`config.mk`:
```
export PLATFORM = sky130hd
export DESIGN_NAME = vga_sync_vertical
export DESIGN_NICKNAME = d
export VERILOG_FILES = /design/src/rtl/vga_sync_vertical.sv
export SDC_FILE = /design/constraint.sdc
export NUM_CORES = 1
export LEC_CHECK = 0
export ABC_CLOCK_PERIOD_IN_PS = 1900
export CORE_UTILIZATION = 35
export CTS_BUF_LIST = sky130_fd_sc_hd__clkbuf_4 sky130_fd_sc_hd__clkbuf_8
export DETAILED_ROUTE_END_ITERATION = 12
export PLACE_DENSITY = 0.58
export SETUP_SLACK_MARGIN = 0.1
export SKIP_LAST_GASP = 1
export SYNTH_ARGS = -nofsm -noshare
export SYNTH_HDL_FRONTEND = slang
export SYNTH_SLANG_ARGS = --single-unit
```
`constraint.sdc`:
```
create_clock -name Clk -period 1.9 [get_ports Clk]
set_clock_uncertainty 0.15 [all_clocks]
set_input_delay 0.38 -clock Clk [delete_from_list [all_inputs] [get_ports Clk]]
set_output_delay 0.38 -clock Clk [all_outputs]
set_load 0.01 [all_outputs]
```
`src/rtl/vga_sync_vertical.sv`:
```
// Vertical timing for the 640x480 VGA path: line counter, registered sync/blanking
// outputs and a supervisor that checks the spacing of the per-line vflag pulses.
module vga_sync_vertical #(
   parameter int unsigned H_DISP    = 640,
   parameter int unsigned H_FP      = 16,
   parameter int unsigned H_SYNC    = 96,
   parameter int unsigned V_DISP    = 480,
   parameter int unsigned V_FP      = 10,
   parameter int unsigned V_SYNC    = 2,
   parameter int unsigned V_TOTAL   = 525,
   parameter int unsigned LINE_CLKS = 1600,
   parameter int unsigned LINE_TOL  = 4
) (
   input  logic       Clk,
   input  logic       Reset,
   input  logic [9:0] cntHorizontal,
   input  logic       vflag,
   output logic [9:0] cntVertical,
   output logic       hsync,
   output logic       vsync,
   output logic       video_on,
   output logic       frame_tick,
   output logic       sync_lost
);

   localparam logic [9:0]  HS_START = 10'(H_DISP + H_FP);
   localparam logic [9:0]  HS_END   = 10'(H_DISP + H_FP + H_SYNC);
   localparam logic [9:0]  H_VIS    = 10'(H_DISP);
   localparam logic [9:0]  VS_START = 10'(V_DISP + V_FP);
   localparam logic [9:0]  VS_END   = 10'(V_DISP + V_FP + V_SYNC);
   localparam logic [9:0]  V_VIS    = 10'(V_DISP);
   localparam logic [9:0]  V_LAST   = 10'(V_TOTAL - 1);
   localparam logic [11:0] LINE_MIN = 12'(LINE_CLKS - 1 - LINE_TOL);
   localparam logic [11:0] LINE_MAX = 12'(LINE_CLKS - 1 + LINE_TOL);
   localparam logic [11:0] CNT_SAT  = '1;

   typedef enum logic {
      ST_UNLOCKED,
      ST_LOCKED
   } mon_state_e;

   mon_state_e  state_q, state_d;
   logic [11:0] line_cnt_q, line_cnt_d;
   logic [9:0]  cnt_vertical_q, cnt_vertical_d;
   logic        hsync_q, hsync_d;
   logic        vsync_q, vsync_d;
   logic        video_on_q, video_on_d;
   logic        frame_tick_q, frame_tick_d;
   logic        sync_lost_q, sync_lost_d;

   always_comb begin
      cnt_vertical_d = cnt_vertical_q;
      frame_tick_d   = 1'b0;
      if (vflag) begin
         if (cnt_vertical_q == V_LAST) begin
            cnt_vertical_d = '0;
            frame_tick_d   = 1'b1;
         end else begin
            cnt_vertical_d = cnt_vertical_q + 10'd1;
         end
      end

      // vsync and video_on look at the next line value so they switch with the counter
      hsync_d    = !((cntHorizontal >= HS_START) && (cntHorizontal < HS_END));
      vsync_d    = !((cnt_vertical_d >= VS_START) && (cnt_vertical_d < VS_END));
      video_on_d = (cntHorizontal < H_VIS) && (cnt_vertical_d < V_VIS);

      state_d     = state_q;
      line_cnt_d  = line_cnt_q;
      sync_lost_d = sync_lost_q;
      case (state_q)
         ST_UNLOCKED: begin
            if (vflag) begin
               line_cnt_d = '0;
               state_d    = ST_LOCKED;
            end
         end
         ST_LOCKED: begin
            if (vflag) begin
               line_cnt_d = '0;
               if ((line_cnt_q < LINE_MIN) || (line_cnt_q > LINE_MAX)) begin
                  sync_lost_d = 1'b1;
               end
            end else if (line_cnt_q >= LINE_MAX) begin
               // the count would step past the tolerance window on this edge
               sync_lost_d = 1'b1;
               state_d     = ST_UNLOCKED;
            end else if (line_cnt_q != CNT_SAT) begin
               line_cnt_d = line_cnt_q + 12'd1;
            end
         end
         default: state_d = ST_UNLOCKED;
      endcase
   end

   always_ff @(posedge Clk) begin
      if (Reset) begin
         state_q        <= ST_UNLOCKED;
         line_cnt_q     <= '0;
         cnt_vertical_q <= '0;
         hsync_q        <= 1'b1;
         vsync_q        <= 1'b1;
         video_on_q     <= 1'b0;
         frame_tick_q   <= 1'b0;
         sync_lost_q    <= 1'b0;
      end else begin
         state_q        <= state_d;
         line_cnt_q     <= line_cnt_d;
         cnt_vertical_q <= cnt_vertical_d;
         hsync_q        <= hsync_d;
         vsync_q        <= vsync_d;
         video_on_q     <= video_on_d;
         frame_tick_q   <= frame_tick_d;
         sync_lost_q    <= sync_lost_d;
      end
   end

   assign cntVertical = cnt_vertical_q;
   assign hsync       = hsync_q;
   assign vsync       = vsync_q;
   assign video_on    = video_on_q;
   assign frame_tick  = frame_tick_q;
   assign sync_lost   = sync_lost_q;

endmodule
```
-- Yosys cells after proc, flatten, opt, wreduce, memory -nomap -nowiden
Index checks and enable logic that the tools add are counted.
- flip-flop bits (word level): 28
- input port bits: 13
- add/subtract/negate cells: 2
- $lt $le $gt $ge: 9
- eq/ne operators: 6
- multiplexer cells: 15
- bitwise operators: 2
- reductions and logical operators: 10
- operators with widths (cell ; count):
    2-to-1 mux 12 bit ; 4
    one-hot mux 12 bit (2 select lines) ; 1
    < comparator 10 bit, second input constant ; 2
    < comparator 10 x 9 -> 1 bit, second input constant ; 2
    2-to-1 mux 10 bit ; 2
    adder 12 x 1 -> 12 bit, second input constant ; 1
    greater-or-equal comparator 12 x 11 -> 1 bit, second input constant ; 1
    > comparator 12 x 11 -> 1 bit, second input constant ; 1
    < comparator 12 x 11 -> 1 bit, second input constant ; 1
    inequality test 12 bit, second input constant ; 1
    adder 10 x 1 -> 10 bit, second input constant ; 1
    == test 10 bit, second input constant ; 1
    greater-or-equal comparator 10 bit, second input constant ; 1
    greater-or-equal comparator 10 x 9 -> 1 bit, second input constant ; 1
    2-to-1 mux 1 bit ; 7
    AND reduction 3 bit ; 2
    logical AND 1 bit ; 3
    inequality test 3 x 2 -> 1 bit, second input constant ; 1
    inequality test 3 bit, second input constant ; 1
    zero test 1 bit ; 2
    inequality test 2 x 1 -> 1 bit, second input constant ; 1
    inequality test 2 bit, second input constant ; 1
    NOT 1 bit ; 2
    one-hot mux 1 bit (2 select lines) ; 1
    3 further kinds ; 3

-- Depth between registers and ports, before layout
Gate-level depths: netlist (run 1).
- depth in word-level cells: 6
- depth in mapped cells: 7
- mapped depth without buffers: 7

-- Least setup slack after synthesis (run 1)
Ideal clock, no wire load.
- path kind: register to register
- from: register cnt_vertical_q[2], in the netlist cntVertical[2]
- to: register video_on_q, in the netlist video_on
- library setup time: 0.112 ns
- arrival time: 1.720 ns
- data required time: 1.638 ns
- setup slack: -0.082 ns
- stages on the path, launching flop included: 8
- buffers on the path: 2
- cells stage by stage: dfxtp_1 -> buf_4 -> nand4_1 -> or2_1 -> clkbuf_1 -> nor3_1 -> nor2_1 -> a2111oi_1
- word-level cells in the longest chain between the ends: 5
- elaborated cells on any way between the ends: 6
- RTL lines (item ; RTL line ; source):
    start: declaration ; 44 ; logic [9:0] cnt_vertical_q, cnt_vertical_d;
    start signal: assignment ; 109 ; cnt_vertical_q <= cnt_vertical_d;
    adder 10 x 1 -> 10 bit / == test 10 bit (equally long branches) ; 59, 55 ;
    2-to-1 mux 10 bit ; 55 ; if (cnt_vertical_q == V_LAST) begin
    2-to-1 mux 10 bit (*) ; 54 ; if (vflag) begin
    < comparator 10 x 9 -> 1 bit (*) ; 66 ; video_on_d = (cntHorizontal < H_VIS) && (cnt_vertical_d < V_VIS);
    logical AND 1 bit (*) ; 66 ;
    end signal: assignment ; 112 ; video_on_q <= video_on_d;
    end: declaration ; 47 ; logic video_on_q, video_on_d;
Every way passes the cells marked *; elsewhere a longest branch is shown, timed or not.
A chain may end at the register's enable or synchronous reset.

-- Worst setup path after layout (run 1)
- from: register line_cnt_q[7]
- to: register line_cnt_q[5]
- word-level cells in the longest chain between the ends: 3
- elaborated cells on any way between the ends: 5
- RTL lines (item ; RTL line ; source):
    start: declaration ; 43 ; logic [11:0] line_cnt_q, line_cnt_d;
    start signal: assignment ; 108 ; line_cnt_q <= line_cnt_d;
    greater-or-equal comparator 12 x 11 -> 1 bit / inequality test 12 bit (equally long branches) ; 84, 88 ;
    inequality test 3 bit (no line) / inequality test 3 x 2 -> 1 bit (equally long branches) ; - ;
    AND reduction 3 bit (no line) (*) ; - ;
Marked as above.

==> impl_metrics.csv, run 1 <==
group,metric,value,unit
run_status,status,"finished, violations left",
run_status,failed_checks,"setup timing",
worst_setup_path,crit_path_max_incr_delay,0.53,ns
sta,setup_slack,-0.145,ns
placement,gp_congestion,0.879,
logic_synthesis,syn_avg_cell_area,8.56,um^2
cells_and_area,utilization,56.1,%
cells_and_area,drive_above_1_share,32.3,%
global_routing,grt-ovfl-total,0,
sta,final-hold-violation-count,0,
global_routing,grt_max_degree,17,
clocking,cts-htree-levels,1,
placement,io_buffer_count,23,
clocking,cts-hold-fix-buffers,0,
worst_setup_path,end_kind,"register",
logic_synthesis,synth_seq_area_share,39.0,%
logic_synthesis,synth-edff-count,0,
routing,viasPerCell,5.18,
sta,period_needed,2.04,ns
worst_setup_path,cp_cell_sequence,"or4_4 > or3_4 > a211oi_4 > a21oi_1 > a31o_1",
pwr,power,1.20,mW
global_routing,grt.total_usage,16.8,%
routing,vias,1372,
clocking,clk_path_buf_depth,2,
run,maxCapViolCount,0,
worst_setup_path,required,1.92,ns
worst_setup_path,timing.rr.start,"line_cnt_q[7]",
pwr,vdd_drop_max,293,uV
worst_setup_path,cp_slowest_cell,"or4_4",
logic_synthesis,netlist_area,1440,um^2
logic_synthesis,ys_warn_count,0,
sta,final-setup-viol-count,4,
hold_path,hold_depth,2,
pwr,power_density,565,nW/um^2
worst_setup_path,timing.rr.end,"line_cnt_q[5]",
global_routing,grt_pass1_wl,5.68,mm
global_routing,grt_pass1_vias,1275,
placement,pre_cts_ws,-0.259,ns
placement,dp_hpwl,2.55,mm
global_routing,antenna_found_initial,0,
sta,setup_tns,-0.350,ns
cells_and_area,multi_input_area,920,um^2
worst_setup_path,r2r_cells,5,
routing,drtAntennaViolNets,0,
sta,max_freq,489,MHz
cells_and_area,fill_cells,364,
hold_path,worstHoldStart,"line_cnt_q[1]",
cells_and_area,regArea,584,um^2
logic_synthesis,synth-seq-cells,28,
sta,slew_headroom,78.9,%
clocking,cts_tree,"built",
logic_synthesis,synth_nets,184,
routing,drt_iter0_drc,53,
die,dieArea,4370,um^2
worst_setup_path,worstPathArrival,2.07,ns
worst_setup_path,cp_max_fo,3,
clocking,cts_buffers,3,
logic_synthesis,synth-main-ff-cell,"dfxtp_1",
worst_setup_path,cp-start-kind,"register",
cells_and_area,nets,234,
worst_setup_path,rrSetupSlack,-0.14,ns
die,coreArea,3800,um^2
routing,wl,3.42,mm
clocking,path_clk_slew,0.09,ns
logic_synthesis,synthCells,168,
pwr,leakage,0.827,nW
cells_and_area,layout.cells.most_common,"buf_4",
die,io_pins,28,
sta,tightest_slew,0.314,ns
sta,maxSlewViolCount,0,
clocking,clock_latency,0.27,ns
die,start_util,37.9,%
worst_setup_path,crit_start,"line_cnt_q[7]",
die,num_rows,22,
cells_and_area,antennaDiodeCount,0,
routing,drc,0,
hold_path,hold_end,"line_cnt_q[1]",
die,die-width,66.1,um
worst_setup_path,crit_type,"reg2reg",
sta,holdWs,0.356,ns
sta,rsz0062_at_grt,"true",
routing,wl_per_cell,12.9,um
clocking,clkSinkCount,28,
clocking,cts_root_buffer,"clkbuf_8",
logic_synthesis,async_reset_ff_share,0,%
die,fp.dieH,66.1,um
cells_and_area,final_cell_mix,"buf_4, nor2_1, dfxtp_1, clkdlybuf4s50_1",
routing,first_pass_iters,4,
hold_path,hold_class,"reg2reg",
logic_synthesis,yosysUniqueCellTypes,47,
cells_and_area,synthToLayoutAreaGrowth,48.1,%
sta,post-route-period-util,108,%
## critical path: cells and delay by family (launching register included)
| family | cells | cell delay, ns |
|---|---|---|
| flip-flops | 1 | 0.33 |
| AND/OR/NAND/NOR | 2 | 0.89 |
| AO/OA/AOI/OAI | 3 | 0.57 |
## per-stage QoR
stage	instance area, um^2	cells
after global placement	1910	258
final	2130	265
after floorplan	1460	168
after global routing	2130	265
after CTS	2020	263
after detailed placement	1910	258
## final cells by class
class                           count  area share (%)
Timing Repair Buffer               53            22.9
Clock buffer                        3            1.94
Tap cell                           48            2.82
Multi-Input combinational cell    130            43.2
Inverter                            2           0.352
Sequential cell                    28            27.4
Clock inverter                      1            1.41
## flip-flops by register name, indices dropped and copies added (netlist names)
name	count
cntVertical	10
frame_tick	1
hsync	1
line_cnt_q	12
state_q	1
sync_lost	1
video_on	1
vsync	1
## logic make-up (layout without fill, tap and decap cells)
family / count (synthesis) / after routing / share of synthesized area (%)
adder cells (fa/ha/maj): 3 / 3 / 2.61
XOR/XNOR: 18 / 18 / 11.0
AO/OA/AOI/OAI: 16 / 16 / 8.00
AND/OR/NAND/NOR: 91 / 91 / 34.1
buffers and inverters: 10 / 59 / 4.00
flip-flops: 28 / 28 / 39.0
multiplexers: 2 / 2 / 1.39
## routing by layer
| metal | vias up | global-route usage (%) | share of wire [%] | wire length (um) |
|---|---|---|---|---|
| met5 | - | 0 | 0 | 0 |
| met4 | 0 | 4.79 | 0.50 | 17 |
| met3 | 2 | 2.24 | 2.5 | 85 |
| met2 | 21 | 29.8 | 51 | 1760 |
| met1 | 650 | 20.8 | 46 | 1560 |
| li1 | 699 | - | - | - |
## how the worst max path moves through the flow
stage	to	slack, ns	cells past startpoint
final	line_cnt_q[5]	-0.14	5
after CTS	line_cnt_q[5]	-0.13	5
after global placement	video_on	-0.26	6
after floorplan	line_cnt_q[5]	-0.03	5
after global routing	line_cnt_q[7]	-0.21	5
after detailed placement	video_on	-0.26	6
## timing repair
action / 4_1_cts / 5_1_grt
setup endpoints to repair: 25 / 23
resized for setup: 15 / 25
buffers inserted: 1 / 2
pin swaps: 8 / 11
## cells in the mapped netlist, types with 2 or more instances
master	n	area (um^2)
dfxtp_1	28	561
nor2_1	28	105
nand2_1	12	45.0
nand4_1	12	75.1
xor2_1	10	87.6
xnor2_1	8	70.1
nand3_1	6	30.0
a21oi_1	4	20.0
nor3_1	4	20.0
and3_1	3	18.8
ha_1	3	37.5
nor4_1	3	18.8
a31oi_1	2	12.5
and2_1	2	12.5
buf_2	2	10.0
buf_4	2	15.0
clkbuf_1	2	7.51
inv_1	2	7.51
mux2i_1	2	20.0
nand3b_1	2	15.0
nand4b_1	2	17.5
o21ai_0	2	10.0
or2_2	2	12.5
or4_1	2	15.0
## power by group
| group | switching [mW] | internal, mW |
|---|---|---|
| sequential | 0.0132 | 0.595 |
| clock | 0.180 | 0.282 |
| combinational | 0.0596 | 0.0737 |
Note: power is estimated with default switching activity, not from simulation.
==> run 2, diff against run 1 <==
--- a/config.mk
+++ b/config.mk
@@ -5,11 +5,12 @@
 export SDC_FILE = /design/constraint.sdc
 export NUM_CORES = 1
 export LEC_CHECK = 0
+export ABC_AREA = 1
 export ABC_CLOCK_PERIOD_IN_PS = 1900
 export CORE_UTILIZATION = 35
 export CTS_BUF_LIST = sky130_fd_sc_hd__clkbuf_4 sky130_fd_sc_hd__clkbuf_8
 export DETAILED_ROUTE_END_ITERATION = 12
-export PLACE_DENSITY = 0.58
+export PLACE_DENSITY = 0.56
 export SETUP_SLACK_MARGIN = 0.1
 export SKIP_LAST_GASP = 1
 export SYNTH_ARGS = -nofsm -noshare
==> impl_metrics.csv, run 2 <==
group,metric,value,unit
logic_synthesis,synth_top_cells_by_area,"dfxtp_1, nand2_1, nand3_1, nor2_1, inv_1",
logic_synthesis,synth_seq_area_share,31.8,%
worst_setup_path,r2r_cells,8,
sta,final-setup-viol-count,0,
sta,setup_slack,0.127,ns
cells_and_area,synthToLayoutAreaGrowth,28.3,%
cells_and_area,largest_register_ffs,12,
worst_setup_path,timing.rr.start,"line_cnt_q[1]",
cells_and_area,nets,337,
sta,maxSlewViolCount,0,
routing,first_pass_iters,4,
logic_synthesis,yosysMostFrequentCell,"nand2_1",
run,maxCapViolCount,0,
worst_setup_path,cp-start-kind,"register",
logic_synthesis,synth.top_cells.by_count,"nand2_1, nor2_1, nand3_1, inv_1, dfxtp_1",
die,coreArea,4790,um^2
global_routing,grt.total_usage,16.9,%
logic_synthesis,yosys.area_share.simple,46.3,%
sta,rsz0062_at_grt,"true",
clocking,cts_buffers,3,
worst_setup_path,cp_max_fo,8,
sta,holdWs,0.312,ns
pwr,power_density,509,nW/um^2
cells_and_area,drive_above_1_share,17.2,%
logic_synthesis,synth.area.mux_share,0,%
cells_and_area,utilization,47.3,%
logic_synthesis,synthCells,282,
cells_and_area,antennaDiodeCount,0,
logic_synthesis,synth-edff-count,0,
logic_synthesis,synth_fa_ha_area_share,2.13,%
routing,wl_per_cell,10.9,um
logic_synthesis,netlist_area,1760,um^2
clocking,cts-htree-levels,1,
logic_synthesis,syn_avg_cell_area,6.25,um^2
worst_setup_path,cp.buffers_inverters,1,
placement,pre_cts_ws,-0.104,ns
global_routing,grt_max_degree,16,
global_routing,grt-ovfl-total,0,
logic_synthesis,synth-seq-cells,28,
sta,post-route-period-util,93.3,%
routing,viasPerCell,4.73,
sta,max_freq,564,MHz
clocking,cts-hold-fix-buffers,0,
routing,wl,4.21,mm
clocking,clk_path_buf_depth,2,
clocking,clock_latency,0.27,ns
sta,final-hold-violation-count,0,
worst_setup_path,cp_cell_sequence,"clkdlybuf4s50_1",
die,start_util,36.8,%
global_routing,grt_pass1_vias,1622,
cells_and_area,layout.cells.most_common,"nand2_1",
cells_and_area,fin_area,2260,um^2
logic_synthesis,yosysTopAreaCell,"dfxtp_1",
die,dieArea,5320,um^2
placement,place_inst,381,
clocking,path_clk_slew,0.10,ns
logic_synthesis,synth_compound_area_share,7.95,%
global_routing,grt_pass1_wl,7.19,mm
die,num_rows,25,
hold_path,worstHoldStart,"sync_lost",
worst_setup_path,end_kind,"output pin",
logic_synthesis,async_reset_ff_share,0,%
worst_setup_path,crit_path_max_incr_delay,0.56,ns
placement,gp_congestion,0.787,
worst_setup_path,timing.rr.end,"line_cnt_q[5]",
cells_and_area,top_register,"line_cnt_q",
placement,dp_hpwl,3.21,mm
routing,vias,1832,
logic_synthesis,synth-main-ff-cell,"dfxtp_1",
logic_synthesis,ys_warn_count,0,
worst_setup_path,crit_type,"reg2out",
hold_path,hold_class,"reg2reg",
worst_setup_path,cp_slowest_cell,"clkdlybuf4s50_1",
worst_setup_path,required,1.37,ns
logic_synthesis,synth_top_area_share,31.8,%
worst_setup_path,worstPathArrival,1.24,ns
cells_and_area,final_cells,387,
worst_setup_path,cp_top_family,"buffers and inverters",
cells_and_area,final_cell_mix,"nand2_1, nor2_1, nand3_1, inv_1, clkdlybuf4s50_1",
clocking,clkSinkCount,28,
logic_synthesis,synth_top_family_by_area,"simple AND/OR/NAND/NOR gates",
pwr,leakage,0.935,nW
placement,io_buffer_count,23,
die,fp.dieH,73.0,um
routing,drc,0,
worst_setup_path,rrSetupSlack,0.23,ns
logic_synthesis,yosysUniqueCellTypes,29,
clocking,cts_tree,"built",
routing,drtAntennaViolNets,0,
die,io_pins,28,
hold_path,hold_depth,2,
global_routing,antenna_found_initial,0,
placement,placed_area,2160,um^2
die,die-width,73.0,um
hold_path,hold_end,"sync_lost",
clocking,cts_root_buffer,"clkbuf_8",
sta,tightest_slew,0.331,ns
pwr,vdd_drop_max,313,uV
sta,period_needed,1.77,ns
logic_synthesis,synth_nets,298,
sta,slew_headroom,77.8,%
run_status,status,"finished clean",
logic_synthesis,synth_xor_area_share,0.994,%
routing,drt_iter0_drc,65,
run 2: cell types whose count changed after synthesis, sizes merged, moves of 7 or more:
| cell | previous run | this run |
|---|---|---|
| nand2 | 12 | 78 |
| nand3 | 6 | 40 |
| inv | 2 | 35 |
| nor2 | 28 | 49 |
| xor2 | 10 | 1 |
| a21oi | 4 | 12 |
| xnor2 | 8 | 1 |
run 2: per-stage QoR:
step | setup TNS, ns | total power [mW]
final | 0 | 1.15
after detailed placement | -0.843 | 0.785
after CTS | 0 | 1.16
after global placement | -0.911 | 0.784
after floorplan | 0 | 0.715
after global routing | 0 | 1.21
run 2: per-layer routing:
metal,track usage [%],vias up,part of all wire (%)
met2,28.1,24,46
met4,4.14,0,0.45
met5,0,-,0
met1,23.3,823,51
met3,2.07,2,2.3
li1,-,983,-
run 2: layout make-up:
| type | count | area, um^2 |
|---|---|---|
| Timing Repair Buffer | 43 | 384 |
| Clock buffer | 4 | 55.1 |
| Sequential cell | 28 | 576 |
| Inverter | 36 | 139 |
| Multi-Input combinational cell | 209 | 1020 |
| Fill cell | 543 | 2520 |
| Tap cell | 67 | 83.8 |
run 2: cells by family after synthesis:
family | after synthesis
DFF | 28
buffers and inverters | 45
and+or+nand+nor | 184
xor gates and xnor gates | 2
AOI/OAI and AO/OA | 20
adders and majority gates | 3
run 2: worst max-delay path by stage:
stage / start / to / slack (ns) / depth (start not counted)
finish: cntVertical[5] / cntVertical[5] / 0.13 / 1
global route: cntVertical[4] / cntVertical[4] / 0.08 / 1
CTS: cntVertical[6] / cntVertical[6] / 0.10 / 1
detailed placement: vflag / vsync / -0.10 / 9
global placement: vflag / vsync / -0.11 / 9
floorplan: cntVertical[1] / video_on / 0.35 / 10
run 2: where the power goes:
part	total, mW	leakage (nW)	internal, mW	switching [mW]
clock network	0.375	0.0288	0.186	0.189
registers	0.616	0.233	0.602	0.0148
logic	0.160	0.673	0.0727	0.0878
run 2: timing repair:
action                     in CTS  in global routing
buffers inserted                0                  2
gates cloned                    0                  0
pin swaps                       0                  1
setup endpoints to repair       6                 21
resized for setup               6                 11
